==> src/rtl/rs_encode_src_arb.sv <==
// rs_encode_src_arb: round-robin arbiter feeding whole line codewords from several sources
// into one RS encoder, tagging the encoded byte stream with the owning source id.
module rs_encode_src_arb #(
  parameter int NUM_SRCS  = 4,
  parameter int DATA_W    = 256,
  parameter int NUM_LINES = 8,
  parameter int RS_N      = 255,
  parameter int RS_WORD_W = 8,
  parameter int CW_BYTES  = RS_N,
  localparam int ID_W = $clog2(NUM_SRCS),
  localparam int LC_W = $clog2(NUM_LINES + 1),
  localparam int BC_W = (CW_BYTES > 1) ? $clog2(CW_BYTES) : 1
) (
  input  logic                       clk,
  input  logic                       rst_n,
  input  logic [NUM_SRCS-1:0]        src_arb_line_val,
  input  logic [NUM_SRCS*DATA_W-1:0] src_arb_line,
  output logic [NUM_SRCS-1:0]        arb_src_line_rdy,
  output logic                       arb_enc_line_val,
  output logic [DATA_W-1:0]          arb_enc_line,
  input  logic                       enc_arb_line_rdy,
  input  logic                       enc_arb_in_done,
  input  logic                       enc_arb_byte_val,
  input  logic [RS_WORD_W-1:0]       enc_arb_byte,
  output logic                       arb_enc_byte_rdy,
  output logic                       arb_dst_byte_val,
  output logic [RS_WORD_W-1:0]       arb_dst_byte,
  output logic [ID_W-1:0]            arb_dst_src_id,
  input  logic                       dst_arb_byte_rdy
);
  typedef enum logic [1:0] {IDLE, LOCKED, WAIT_DONE} state_t;
  state_t                  state_q, state_d;
  logic [ID_W-1:0]         grant_q, grant_d, rr_q, rr_d, pick;
  logic [ID_W:0]           idx;
  logic                    found;
  logic [LC_W-1:0]         lcnt_q, lcnt_d;
  logic [BC_W-1:0]         bcnt_q, bcnt_d;
  logic [1:0][ID_W-1:0]    fifo_q, fifo_d;
  logic                    wp_q, wp_d, rp_q, rp_d;
  logic [1:0]              cnt_q, cnt_d;
  logic                    id_empty, push, pop, byte_hs, line_hs, last_line;
  always_comb begin
    pick  = rr_q;
    found = 1'b0;
    idx   = '0;
    for (int k = NUM_SRCS - 1; k >= 0; k--) begin
      idx = {1'b0, rr_q} + (ID_W + 1)'(k);
      idx = (idx >= (ID_W + 1)'(NUM_SRCS)) ? idx - (ID_W + 1)'(NUM_SRCS) : idx;
      if (src_arb_line_val[idx[ID_W-1:0]]) begin
        pick  = idx[ID_W-1:0];
        found = 1'b1;
      end
    end
  end
  assign id_empty         = (cnt_q == 2'd0);
  assign byte_hs          = enc_arb_byte_val & dst_arb_byte_rdy & ~id_empty;
  assign pop              = byte_hs & (bcnt_q == BC_W'(CW_BYTES - 1));
  // a pop in the same cycle frees the head slot, so a full FIFO can still take a new id
  assign push             = (state_q == IDLE) & found & ((cnt_q != 2'd2) | pop);
  assign arb_dst_byte_val = enc_arb_byte_val & ~id_empty;
  assign arb_enc_byte_rdy = dst_arb_byte_rdy & ~id_empty;
  assign arb_dst_byte     = enc_arb_byte;
  assign arb_dst_src_id   = id_empty ? '0 : fifo_q[rp_q];
  assign last_line        = (lcnt_q == LC_W'(NUM_LINES - 1));
  always_comb begin
    state_d          = state_q;
    grant_d          = grant_q;
    rr_d             = rr_q;
    lcnt_d           = lcnt_q;
    arb_src_line_rdy = '0;
    arb_enc_line_val = 1'b0;
    arb_enc_line     = '0;
    line_hs          = 1'b0;
    if (state_q == IDLE) begin
      grant_d = push ? pick : grant_q;
      rr_d    = push ? ((pick == ID_W'(NUM_SRCS - 1)) ? '0 : pick + 1'b1) : rr_q;
      state_d = push ? LOCKED : IDLE;
    end else if (state_q == LOCKED) begin
      arb_enc_line_val          = src_arb_line_val[grant_q];
      arb_enc_line              = src_arb_line[grant_q*DATA_W +: DATA_W];
      arb_src_line_rdy[grant_q] = enc_arb_line_rdy;
      line_hs                   = arb_enc_line_val & enc_arb_line_rdy;
      lcnt_d                    = line_hs ? (last_line ? '0 : lcnt_q + 1'b1) : lcnt_q;
      state_d                   = (line_hs & last_line) ? WAIT_DONE : LOCKED;
    end else begin
      state_d = enc_arb_in_done ? IDLE : state_q;
    end
  end
  always_comb begin
    bcnt_d = byte_hs ? (pop ? '0 : bcnt_q + 1'b1) : bcnt_q;
    fifo_d = fifo_q;
    if (push) fifo_d[wp_q] = pick;
    wp_d   = wp_q ^ push;
    rp_d   = rp_q ^ pop;
    cnt_d  = cnt_q + {1'b0, push} - {1'b0, pop};
  end
  always_ff @(posedge clk or negedge rst_n) begin
    if (!rst_n) begin
      state_q <= IDLE;
      grant_q <= '0;
      rr_q    <= '0;
      lcnt_q  <= '0;
      bcnt_q  <= '0;
      fifo_q  <= '0;
      wp_q    <= 1'b0;
      rp_q    <= 1'b0;
      cnt_q   <= 2'd0;
    end else begin
      state_q <= state_d;
      grant_q <= grant_d;
      rr_q    <= rr_d;
      lcnt_q  <= lcnt_d;
      bcnt_q  <= bcnt_d;
      fifo_q  <= fifo_d;
      wp_q    <= wp_d;
      rp_q    <= rp_d;
      cnt_q   <= cnt_d;
    end
  end
endmodule

==> config.mk <==
export PLATFORM = sky130hd
export DESIGN_NAME = rs_encode_src_arb
export DESIGN_NICKNAME = d
export VERILOG_FILES = /design/src/rtl/rs_encode_src_arb.sv
export SDC_FILE = /design/constraint.sdc
export NUM_CORES = 1
export LEC_CHECK = 0
export BUFFER_PORTS_ARGS = -buffer_cell sky130_fd_sc_hd__buf_2
export CAP_MARGIN = 20
export CORE_AREA = 2 2 511 513
export CTS_CLUSTER_DIAMETER = 100
export DETAILED_ROUTE_END_ITERATION = 10
export DIE_AREA = 0 0 513 515
export GPL_TIMING_DRIVEN = 0
export PLACE_DENSITY_LB_ADDON = 0.2
export SYNTH_ARGS = -nofsm -noshare
export SYNTH_HDL_FRONTEND = slang
export SYNTH_SLANG_ARGS = --single-unit
==> constraint.sdc <==
create_clock -name clk -period 2.5 [get_ports clk]
set_input_delay 0.75 -clock clk [delete_from_list [all_inputs] [get_ports clk]]
set_output_delay 0.75 -clock clk [all_outputs]
set_load 0.05 [all_outputs]
* Yosys cells after proc, flatten, opt, wreduce, memory -nomap -nowiden *
Cells that the tools add are included.

storage, ports and cells
  register bits = 26
  input bits = 1,042
  output and inout port bits = 273
  logic and storage cells = 107

operators by class
  add/subtract/negate cells = 12
  order comparisons = 13
  eq/ne operators = 5
  shift-type cells = 1
  mux-type cells = 44
  bitwise logic cells = 15
  reductions and logical operators = 7

operators by type and width
  operator                number
  $shiftx A1024 B11 Y256  1
  $mux W256               2
  $mux W2                 17
  $lt A2 B3 Y1 const B    5
  $mux W1                 13
  $mux W4                 3
  $bmux W1 S2             5
  $and A1 B1 Y1           9
  $ge A3 B3 Y1 const B    3
  $add A8 B1 Y8 const B   1
  $eq A8 B8 Y1 const B    1
  $mux W8                 1
  $sub A2 B1 Y2 const B   4
  $add A2 B2 Y3 const B   2
  $add A4 B1 Y4 const B   1
  $and A4 B4 Y4           1
  $bwmux W4               1
  $eq A4 B3 Y1 const B    1
  $logic_not A2 Y1        2
  $lt A1 B2 Y1 const B    2
  $add A2 B1 Y3 const B   1
  $ge A2 B3 Y1 const B    1
  $reduce_and A3 Y1       1
  $reduce_bool A3 Y1      1
  other kinds (15)        18

* Logic depth before layout (Yosys ltp) *
Gate-level depths: netlist of the first run.

  depth after elaboration = 13
  depth in mapped cells = 11

* Worst setup path before layout of the first run *
No wires, ideal clock.

  kind = reg2out
  from = reg state_q[1]
  to = out arb_src_line_rdy[0]
  data arrival time = 2.059 ns
  data required time = 1.750 ns
  slack = -0.309 ns
  cell stages (with the launch flop) = 6
  buffers on the path = 2
  cells stage by stage = dfrtp_1 nor2b_1 clkbuf_1 clkbuf_1 nand2_1 nor3_1

on the way
  word-level cells in the longest chain between the ends = 3
  elaborated cells between the ends (all ways) = 4
  classes of those cells = eq/ne (1); mux (2); reduce/logical (1)

RTL lines
  what                      line  RTL
  start: declaration        32    state_t state_q, state_d;
  start signal: assignment  109   state_q <= state_d;
  $eq A2 B1 Y1              78    end else if (state_q == LOCKED) begin
  $mux W4                   78
  $mux W4 (*)               74    if (state_q == IDLE) begin
  end: declaration          18    output logic [NUM_SRCS-1:0] arb_src_line_rdy,

Every way passes the cells marked *; elsewhere a longest branch is shown, timed or not.

* Worst setup path after layout of the first run *
  from = reg grant_q[0]
  to = out arb_enc_line[51]

on the way
  word-level cells in the longest chain between the ends = 3

RTL lines
  what                      line  RTL
  start: declaration        33    logic [ID_W-1:0] grant_q, grant_d, rr_q, rr_d, pick;
  start signal: assignment  110   grant_q <= grant_d;
  $shiftx A1024 B11 Y256    80    arb_enc_line = src_arb_line[grant_q*DATA_W +: DATA_W];
  $mux W256                 78
  $mux W256                 74
  end: declaration          20    output logic [DATA_W-1:0] arb_enc_line,

Every way passes these cells.

==> results.json, run 1 <==
{
  "outcome": "complete, but fails checks",
  "violations": "negative setup slack",
  "layout.nets": 3187,
  "wl_per_cell_um": 38.1,
  "fp.coreArea_um2": 259000,
  "layout_commonest_cell": "buf_2",
  "clk_pin_slew_worst_paths_ns": 0.07,
  "r2r-end": "cnt_q[1]$_DFF_PN0_",
  "grt_usage": 0.156,
  "drc_errors": 0,
  "cpPeakStageDelay_ns": 0.64,
  "crit_top_cell": "buf_12",
  "ff_latch_area_um2": 653,
  "first_global_vias": 15500,
  "grt-ovfl-total": 0,
  "fin_crit_sh": 1.23,
  "hold_path.class": "reg -> reg",
  "grt_busiest_layer": "met2",
  "crit_path_end": "arb_enc_line[51]",
  "row_count": 187,
  "synth_cells": 750,
  "tightestPinTransition_ns": 0.670,
  "antenna_left": 0,
  "cts_tree": "built",
  "io_pins": 1315,
  "antenna_found_initial": 473,
  "dieArea_um2": 264000,
  "hold-path-cell-count": 1,
  "dp_hpwl_um": 202000,
  "mostFrequentLayoutCells": "1,081 x buf_2, 257 x mux4_2, 208 x and2_4",
  "die_w_um": 513,
  "cts_root_buf": "clkbuf_16",
  "syn_area_per_cell_um2": 12.3,
  "io_buffers": 1306,
  "vias_per_cell": 2.97,
  "grt_use_met3": 0.107,
  "startpoint": "grant_q[0]$_DFFE_PN0P_",
  "path_max_fanout": 7,
  "fmax_mhz": 325,
  "relSlewSlack": 0.553,
  "synth-async-reset-ratio": 1.00,
  "synth-compound-area-share": 0.0154,
  "critPathCaptureType": "output pin",
  "numCtsBuffers": 3,
  "instances_no_fill": 5697,
  "clock-sinks": 26,
  "grt_use_met1": 0.158,
  "cp.depth": 7,
  "synth_xor_area_frac": 0.00758,
  "setup_slack_ns": -0.576,
  "p_leak_nw": 10.4,
  "grt_pass1_wl_um": 249000,
  "vdd_drop_max_v": 0.000800,
  "synth_top_family_by_area": "multiplexers",
  "max_cap_viol_count": 0,
  "reg2reg_slack_ns": 0.12,
  "criticalPathCategory": "reg -> out",
  "synthMuxAreaShare": 0.640,
  "clock_skew_ns": 0.00420,
  "p_per_area_nw_per_um2": 1690,
  "start_util": 0.0358,
  "area_delta_synth_final_pct": 169,
  "ys_types": 40,
  "wirelength_um": 217000,
  "vias": 16900,
  "fillers": 30200,
  "syn_nets": 1799,
  "synth-edff-count": 0,
  "cp-start-kind": "flip-flop",
  "rsz0062_at_grt": "true",
  "final-max-slew-violation-count": 0,
  "synthFlopType": "dfrtp_1",
  "worst_ep_arrival_time_ns": 2.33,
  "place.gp.congestion": 1.05,
  "cp_num_buf_inv": 5,
  "first_iter_violations": 1466,
  "dp.cells": 5462,
  "worstReg2RegStart": "bcnt_q[0]$_DFFE_PN0P_",
  "critical-path-top-delay-family": "buffers and inverters",
  "ys_warn_count": 0,
  "yosys.area_share.simple": 0.202,
  "grt_max_degree": 27,
  "setup_viol": 261,
  "hold_violations": 0,
  "worstHoldStart": "lcnt_q[2]$_DFFE_PN0P_",
  "required_ns": 1.75,
  "r2r_cells": 11,
  "dp_slack_ns": -2.09,
  "drive_above_1_share": 0.918,
  "period_needed_ns": 3.08,
  "synth_seq_cells": 26,
  "multiInputGateArea_um2": 8650,
  "clockBufferDepth": 2,
  "drt_pre_antenna_iters": 5,
  "ys_seq_area_frac": 0.0704,
  "die_h_um": 515,
  "crit_slowest_cell": "mux4_2",
  "htree_levels": 1,
  "use_met2": 0.253,
  "synth_area_um2": 9250,
  "synthAdderAreaFrac": 0.00947,
  "clk_latency_ns": 0.26,
  "path_cells": "buf_12 > buf_16 > buf_12 > buf_12 > mux4_2 > and2_4 > buf_8"
}
stage by stage:
step	setup TNS (ns)	util	instance area (um2)	total power, W	hold slack (ns)
floorplan	-0.617	-	9250	0.0203	0.454
global placement	-476.75	0.0775	20000	0.0311	0.492
detailed placement	-371.28	0.0778	20100	0.0312	0.486
CTS	-124.68	0.0922	23900	0.0407	0.503
global route	-122.62	0.0956	24700	0.0431	0.527
finish	-106.36	0.0963	24900	0.0420	0.500
worst min-delay path by stage:
| stage | slack, ns | to |
|---|---|---|
| 6_report | 0.50 | lcnt_q[2]$_DFFE_PN0P_ |
| 5_1_grt | 0.53 | lcnt_q[2]$_DFFE_PN0P_ |
| 4_1_cts | 0.50 | lcnt_q[2]$_DFFE_PN0P_ |
| 3_5_place_dp | 0.49 | lcnt_q[2]$_DFFE_PN0P_ |
| 3_3_place_gp | 0.49 | fifo_q[3]$_DFFE_PN0P_ |
| 2_1_floorplan | 0.45 | bcnt_q[0]$_DFFE_PN0P_ |
flip-flops by register name, summed over array words and instances (netlist names):
signal	cells
bcnt_q	8
cnt_q	2
fifo_q	4
grant_q	2
lcnt_q	4
rp_q	1
rr_q	2
state_q	2
wp_q	1
kinds of logic after synthesis:
family                     count (synthesis)
DFF                                       26
and+or+nand+nor                          310
xor gates and xnor gates                   8
AOI/OAI and AO/OA                         21
adders and majority gates                  7
muxes                                    268
buffers and inverters                    110
metal layers:
| layer | vias to the layer above | part of all wire |
|---|---|---|
| li1 | 6005 | - |
| met1 | 7924 | 0.33 |
| met2 | 1865 | 0.44 |
| met3 | 873 | 0.16 |
| met4 | 268 | 0.056 |
| met5 | - | 0.0089 |
power by group:
group | total [W] | switching, W | internal (W)
clock network | 0.000400 | 0.000155 | 0.000245
registers | 0.000750 | 0.000159 | 0.000591
logic | 0.0408 | 0.0236 | 0.0172
worst register-to-register path: cells and delay by family, from the launching register on:
family                   cells  cell delay, ns
adder cells (fa/ha/maj)      3            0.63
AO/OA/AOI/OAI                1            0.09
AND/OR/NAND/NOR              2            0.62
XOR/XNOR                     2            0.26
flip-flops                   1            0.40
buffers and inverters        3            0.27
area by class of cell:
cell class                 count  share of cell area
tap                         3402               0.171
buffer                        93              0.0483
inverter                      13             0.00216
clock buffer                   4             0.00357
timing repair buffer        1387               0.385
multi-input combinational    614               0.348
sequential                    26              0.0262
antenna                      158              0.0159
synth_stat cells (3+ instances only):
cell,number,area (um2)
nor3_1,3,15.0
dfrtp_1,26,651
nand3_1,5,25.0
nor2_1,14,52.6
ha_1,7,87.6
buf_2,31,155
buf_4,8,60.1
buf_1,12,45.0
nand4_1,4,25.0
inv_1,12,45.0
nand2_1,13,48.8
o21ai_0,7,35.0
mux4_2,257,5790
clkbuf_1,43,161
and2_1,257,1610
xor2_1,4,35.0
nor2b_1,4,25.0
xnor2_1,4,35.0
mux2_4,3,45.0
buf_6,3,33.8
and3_1,3,18.8
mux2i_1,5,50.1
a21oi_1,4,20.0
timing repair:
item                       in CTS  in global routing
pin swaps                      20                 33
hold buffers                    0                  0
resized for setup             865                208
setup buffers                  49                 19
setup endpoints to repair     262                262
gates cloned                   15                  2
Note: power is estimated with default switching activity, not from simulation.
==> inputs of run 2 (changes only) <==
==> constraint.sdc (replaced) <==
create_clock -name clk -period 2.5 [get_ports clk]
set_input_delay 0.125 -clock clk [delete_from_list [all_inputs] [get_ports clk]]
set_output_delay 0.125 -clock clk [all_outputs]
set_load 0.05 [all_outputs]
==> results.json, run 2 (same netlist as run 1, synthesis figures left out) <==
{
  "p_leak_nw": 8.90,
  "setup_viol": 1,
  "hold_path.class": "in -> reg",
  "vias_per_cell": 2.94,
  "drive_above_1_share": 0.813,
  "fillers": 30500,
  "p_per_area_nw_per_um2": 1530,
  "fp.coreArea_um2": 259000,
  "area_delta_synth_final_pct": 133,
  "combPwrFrac": 0.965,
  "cts_root_buf": "clkbuf_16",
  "tightestPinTransition_ns": 0.666,
  "finalSetupTns_ns": -0.00402,
  "largest_reg_flops": 8,
  "drt_pre_antenna_iters": 5,
  "path_max_fanout": 10,
  "whs_ns": 0.0927,
  "numCtsBuffers": 3,
  "instances_no_fill": 5660,
  "mostFrequentLayoutCells": "1,293 x buf_2, 257 x mux4_2, 248 x and2_1",
  "setup_slack_ns": -0.00402,
  "cp-start-kind": "flip-flop",
  "largestRegisters": "bcnt_q (8), fifo_q (4), lcnt_q (4)",
  "dp_hpwl_um": 202000,
  "max_cap_viol_count": 0,
  "p_clk_frac": 0.012,
  "first_global_vias": 15200,
  "final-max-slew-violation-count": 0,
  "wl_per_cell_um": 38.0,
  "rsz0062_at_grt": "true",
  "grt_usage": 0.154,
  "start_util": 0.0358,
  "dieArea_um2": 264000,
  "io_pins": 1315,
  "period_needed_ns": 2.50,
  "clockBufferDepth": 2,
  "drc_errors": 0,
  "cts_tree": "built",
  "fin_crit_sh": 1.00,
  "first_iter_violations": 1551,
  "switching_share": 0.676,
  "vdd_drop_max_v": 0.000625,
  "clk_latency_ns": 0.26,
  "die_w_um": 513,
  "place.gp.congestion": 1.05,
  "layout.nets": 3130,
  "clock-sinks": 26,
  "utilization": 0.0835,
  "htree_levels": 1,
  "fmax_mhz": 399,
  "critPathCaptureType": "output pin",
  "grt-ovfl-total": 0,
  "regMostFlops": "bcnt_q",
  "clk_pin_slew_worst_paths_ns": 0.07,
  "wirelength_um": 215000,
  "io_buffers": 1306,
  "switching_power_w": 0.0224,
  "antenna_found_initial": 477,
  "die_h_um": 515,
  "clock_skew_ns": 0.00348,
  "dp.cells": 5462,
  "layout_commonest_cell": "buf_2",
  "reg2reg_slack_ns": 0.12,
  "required_ns": 2.38,
  "p_int_w": 0.0107,
  "violations": "negative setup slack",
  "row_count": 187,
  "worst_ep_arrival_time_ns": 2.38,
  "hold_violations": 0,
  "vias": 16600,
  "grt_max_degree": 27,
  "criticalPathCategory": "reg -> out",
  "grt_pass1_wl_um": 246000,
  "antenna_left": 0,
  "p_seq_frac": 0.023,
  "outcome": "complete, but fails checks",
  "relSlewSlack": 0.556
}
[run 2: final timing paths]
| check | from | end | depth (start not counted) |
|---|---|---|---|
| min in group asynchronous | rst_n | wp_q$_DFF_PN0_ | 2 |
| max | grant_q[0]$_DFFE_PN0P_ | arb_enc_line[6] | 5 |
| max in group asynchronous | rst_n | bcnt_q[1]$_DFFE_PN0P_ | 2 |
| min | enc_arb_in_done | state_q[1]$_DFFE_PN0P_ | 2 |
| min reg2reg | lcnt_q[2]$_DFFE_PN0P_ | lcnt_q[2]$_DFFE_PN0P_ | 1 |
| max reg2reg | bcnt_q[0]$_DFFE_PN0P_ | cnt_q[1]$_DFF_PN0_ | 11 |
[run 2: metal layers]
| layer | share of wire | vias to the layer above | global-route usage |
|---|---|---|---|
| met5 | 0.0080 | - | 0.00402 |
| met4 | 0.051 | 264 | 0.0531 |
| met3 | 0.16 | 828 | 0.104 |
| met2 | 0.44 | 1812 | 0.250 |
| met1 | 0.34 | 7807 | 0.158 |
| li1 | - | 5908 | - |
[run 2: worst max-delay path: stages, from the launching register on]
cell and delay, ns:
dfrtp_2 0.39, buf_12 0.18, buf_6 0.29, mux4_2 0.72
and2_1 0.23, buf_2 0.21
[run 2: metrics by stage]
step	instance area [um2]	setup WS (ns)	total power, W
finish	21600	-0.00402	0.0331
global route	21300	-0.0439	0.0342
CTS	21000	-0.0352	0.0332
detailed placement	20100	-1.46	0.0312
global placement	20000	-2.19	0.0311
floorplan	9250	0.270	0.0203
[run 2: cell type report]
| class | count | area, um2 | area share |
|---|---|---|---|
| diodes | 178 | 445 | 0.0206 |
| plain buffers | 97 | 1020 | 0.0472 |
| clock buffers | 4 | 88.8 | 0.00411 |
| inverters | 13 | 53.8 | 0.00249 |
| multi-input cells | 614 | 8120 | 0.376 |
| flip-flops and latches | 26 | 653 | 0.0303 |
| well taps | 3402 | 4260 | 0.197 |
| repair buffers | 1326 | 6950 | 0.322 |
[run 2: power by group through the flow]
stage                     clock network [W]  registers (W)  logic [W]
final                              0.000400       0.000750     0.0319
after detailed placement                  0       0.000748     0.0304
after global placement                    0       0.000745     0.0303
after floorplan                           0       0.000705     0.0196
after global routing               0.000430       0.000781     0.0330
after CTS                          0.000418       0.000749     0.0321
[run 2: repair_timing]
| item | 4_1_cts | 5_1_grt |
|---|---|---|
| pin swaps | 5 | 0 |
| gates cloned | 3 | 1 |
| resized for setup | 191 | 43 |
| setup buffers | 10 | 2 |
| hold buffers | 1 | 0 |
| endpoints found under the hold margin | 26 | 0 |
| setup endpoints to repair | 262 | 84 |
==> inputs of run 3 (changes only) <==
--- a/config.mk
+++ b/config.mk
@@ -6,13 +6,13 @@
 export NUM_CORES = 1
 export LEC_CHECK = 0
 export BUFFER_PORTS_ARGS = -buffer_cell sky130_fd_sc_hd__buf_2
-export CAP_MARGIN = 20
 export CORE_AREA = 2 2 511 513
 export CTS_CLUSTER_DIAMETER = 100
 export DETAILED_ROUTE_END_ITERATION = 10
 export DIE_AREA = 0 0 513 515
 export GPL_TIMING_DRIVEN = 0
 export PLACE_DENSITY_LB_ADDON = 0.2
+export RECOVER_POWER = 50
 export SYNTH_ARGS = -nofsm -noshare
 export SYNTH_HDL_FRONTEND = slang
 export SYNTH_SLANG_ARGS = --single-unit
==> results.json, run 3 (same netlist as run 1, synthesis figures left out) <==
{
  "final-max-slew-violation-count": 27,
  "setup_viol": 3,
  "row_count": 187,
  "layout_commonest_cell": "buf_2",
  "hold_path.class": "in -> reg",
  "placed_cell_area_um2": 20000,
  "place.gp.congestion": 1.05,
  "drive_above_1_share": 0.806,
  "first_global_vias": 15200,
  "max_cap_viol_count": 1,
  "instances_no_fill": 5678,
  "crit_top_cell": "buf_12",
  "dp_slack_ns": -1.68,
  "grt_max_degree": 27,
  "violations": "max-capacitance violations, max-slew violations, negative setup slack",
  "path_cells": "buf_12 > buf_16 > buf_12 > mux4_2 > and2_4 > buf_2",
  "grt-ovfl-total": 0,
  "clk_latency_ns": 0.27,
  "path_max_fanout": 10,
  "area_delta_synth_final_pct": 133,
  "vdd_drop_max_v": 0.000627,
  "vias_per_cell": 2.88,
  "outcome": "complete, but fails checks",
  "first_iter_violations": 1467,
  "dieArea_um2": 264000,
  "clk_pin_slew_worst_paths_ns": 0.07,
  "r2r_cells": 11,
  "critPathCaptureType": "output pin",
  "start_util": 0.0358,
  "dp.cells": 5458,
  "finalInstanceArea_um2": 21500,
  "cts_tree": "built",
  "regMostFlops": "bcnt_q",
  "drt_pre_antenna_iters": 7,
  "required_ns": 2.38,
  "fp.coreArea_um2": 259000,
  "period_needed_ns": 2.52,
  "fin_crit_sh": 1.01,
  "cts_root_buf": "clkbuf_16",
  "tightestPinTransition_ns": 1.59,
  "setup_slack_ns": -0.0168,
  "drc_errors": 0,
  "largestRegisters": "bcnt_q (8), fifo_q (4), lcnt_q (4)",
  "p_per_area_nw_per_um2": 1520,
  "cpPeakStageDelay_ns": 0.70,
  "layout.nets": 3128,
  "dp_hpwl_um": 202000,
  "worst_ep_arrival_time_ns": 2.39,
  "fmax_mhz": 397,
  "die_w_um": 513,
  "cp-start-kind": "flip-flop",
  "htree_levels": 1,
  "largest_reg_flops": 8,
  "grt_pass1_wl_um": 246000,
  "p_leak_nw": 8.79,
  "rsz0062_at_grt": "true",
  "die_h_um": 515,
  "vias": 16400,
  "wirelength_um": 215000,
  "grt_usage": 0.154,
  "numCtsBuffers": 3,
  "relSlewSlack": -0.0601,
  "hold_violations": 0,
  "clock-sinks": 26,
  "crit_slowest_cell": "mux4_2",
  "antenna_found_initial": 479,
  "io_buffers": 1306,
  "mostFrequentLayoutCells": "1,242 x buf_2, 257 x mux4_2, 240 x and2_1",
  "clock_skew_ns": 0.00351,
  "criticalPathCategory": "reg -> out",
  "antenna_left": 0,
  "clockBufferDepth": 2,
  "io_pins": 1315,
  "wl_per_cell_um": 37.8,
  "hold-path-cell-count": 2,
  "fillers": 30500
}
-- run 3: changes by cell type in the layout (fill, tap and decap cells not counted), moves of 7 or more --
| cell | change |
|---|---|
| and2_1 | -8 |
| diode_2 | +20 |
| buf_12 | -7 |
| clkbuf_1 | +15 |
| buf_8 | -7 |
| clkbuf_2 | +37 |
| and2_0 | +9 |
| buf_2 | -51 |
-- run 3: path summary, 6_finish.rpt --
path	endpoint	slack [ns]	startpoint
min	state_q[1]$_DFFE_PN0P_	0.08	enc_arb_in_done
max reg2reg	cnt_q[1]$_DFF_PN0_	0.07	bcnt_q[0]$_DFFE_PN0P_
max	arb_enc_line[161]	-0.02	grant_q[0]$_DFFE_PN0P_
min in group asynchronous	wp_q$_DFF_PN0_	0.79	rst_n
min reg2reg	lcnt_q[2]$_DFFE_PN0P_	0.50	lcnt_q[2]$_DFFE_PN0P_
max in group asynchronous	grant_q[0]$_DFFE_PN0P_	0.67	rst_n
-- run 3: layout make-up --
class / count / area (um2) / share of cell area
repair buffers: 1324 / 6870 / 0.319
multi-input cells: 614 / 8160 / 0.379
flip-flops and latches: 26 / 652 / 0.0303
well taps: 3402 / 4260 / 0.198
clock buffers: 4 / 88.8 / 0.00413
inverters: 13 / 53.8 / 0.00250
diodes: 198 / 495 / 0.0230
plain buffers: 97 / 952 / 0.0442
-- run 3: worst max-delay path, delay by kind of cell (launching register included) --
kind | cells | cell delay, ns
buf+inv | 4 | 0.76
flops | 1 | 0.39
mux | 1 | 0.70
simple gates | 1 | 0.24
-- run 3: power breakdown --
| group | total, W | switching (W) | internal [W] |
|---|---|---|---|
| Clock | 0.000406 | 0.000161 | 0.000246 |
| Sequential | 0.000755 | 0.000165 | 0.000590 |
| Combinational | 0.0316 | 0.0220 | 0.00964 |
| Total | 0.0328 | 0.0223 | 0.0105 |
-- run 3: what timing repair did --
| action | CTS | global route |
|---|---|---|
| endpoints found under the hold margin | 26 | 0 |
| setup buffers | 8 | 6 |
| hold buffers | 1 | 0 |
| endpoints found under the setup margin | 262 | 108 |
| gates cloned | 3 | 0 |
| pin swaps | 5 | 2 |
| gates resized for setup | 194 | 36 |
-- run 3: per-stage QoR --
stage                     TNS, ns  hold WS (ns)  utilization  power (W)
final                     -0.0365        0.0763       0.0833     0.0328
after global routing        -1.45        0.0877       0.0824     0.0339
after CTS                   -3.06        0.0818       0.0809     0.0331
after detailed placement  -218.55         0.200       0.0775     0.0311
after global placement    -313.14         0.201       0.0775     0.0311
after floorplan                 0        -0.171            -     0.0203
-- run 3: metal layers --
| metal | GRT usage | vias up | routed length (um) |
|---|---|---|---|
| met3 | 0.107 | 778 | 34900 |
| met2 | 0.248 | 1737 | 95200 |
| met1 | 0.157 | 7661 | 71600 |
| met5 | 0 | - | 1840 |
| li1 | - | 5935 | - |
| met4 | 0.0565 | 258 | 11000 |
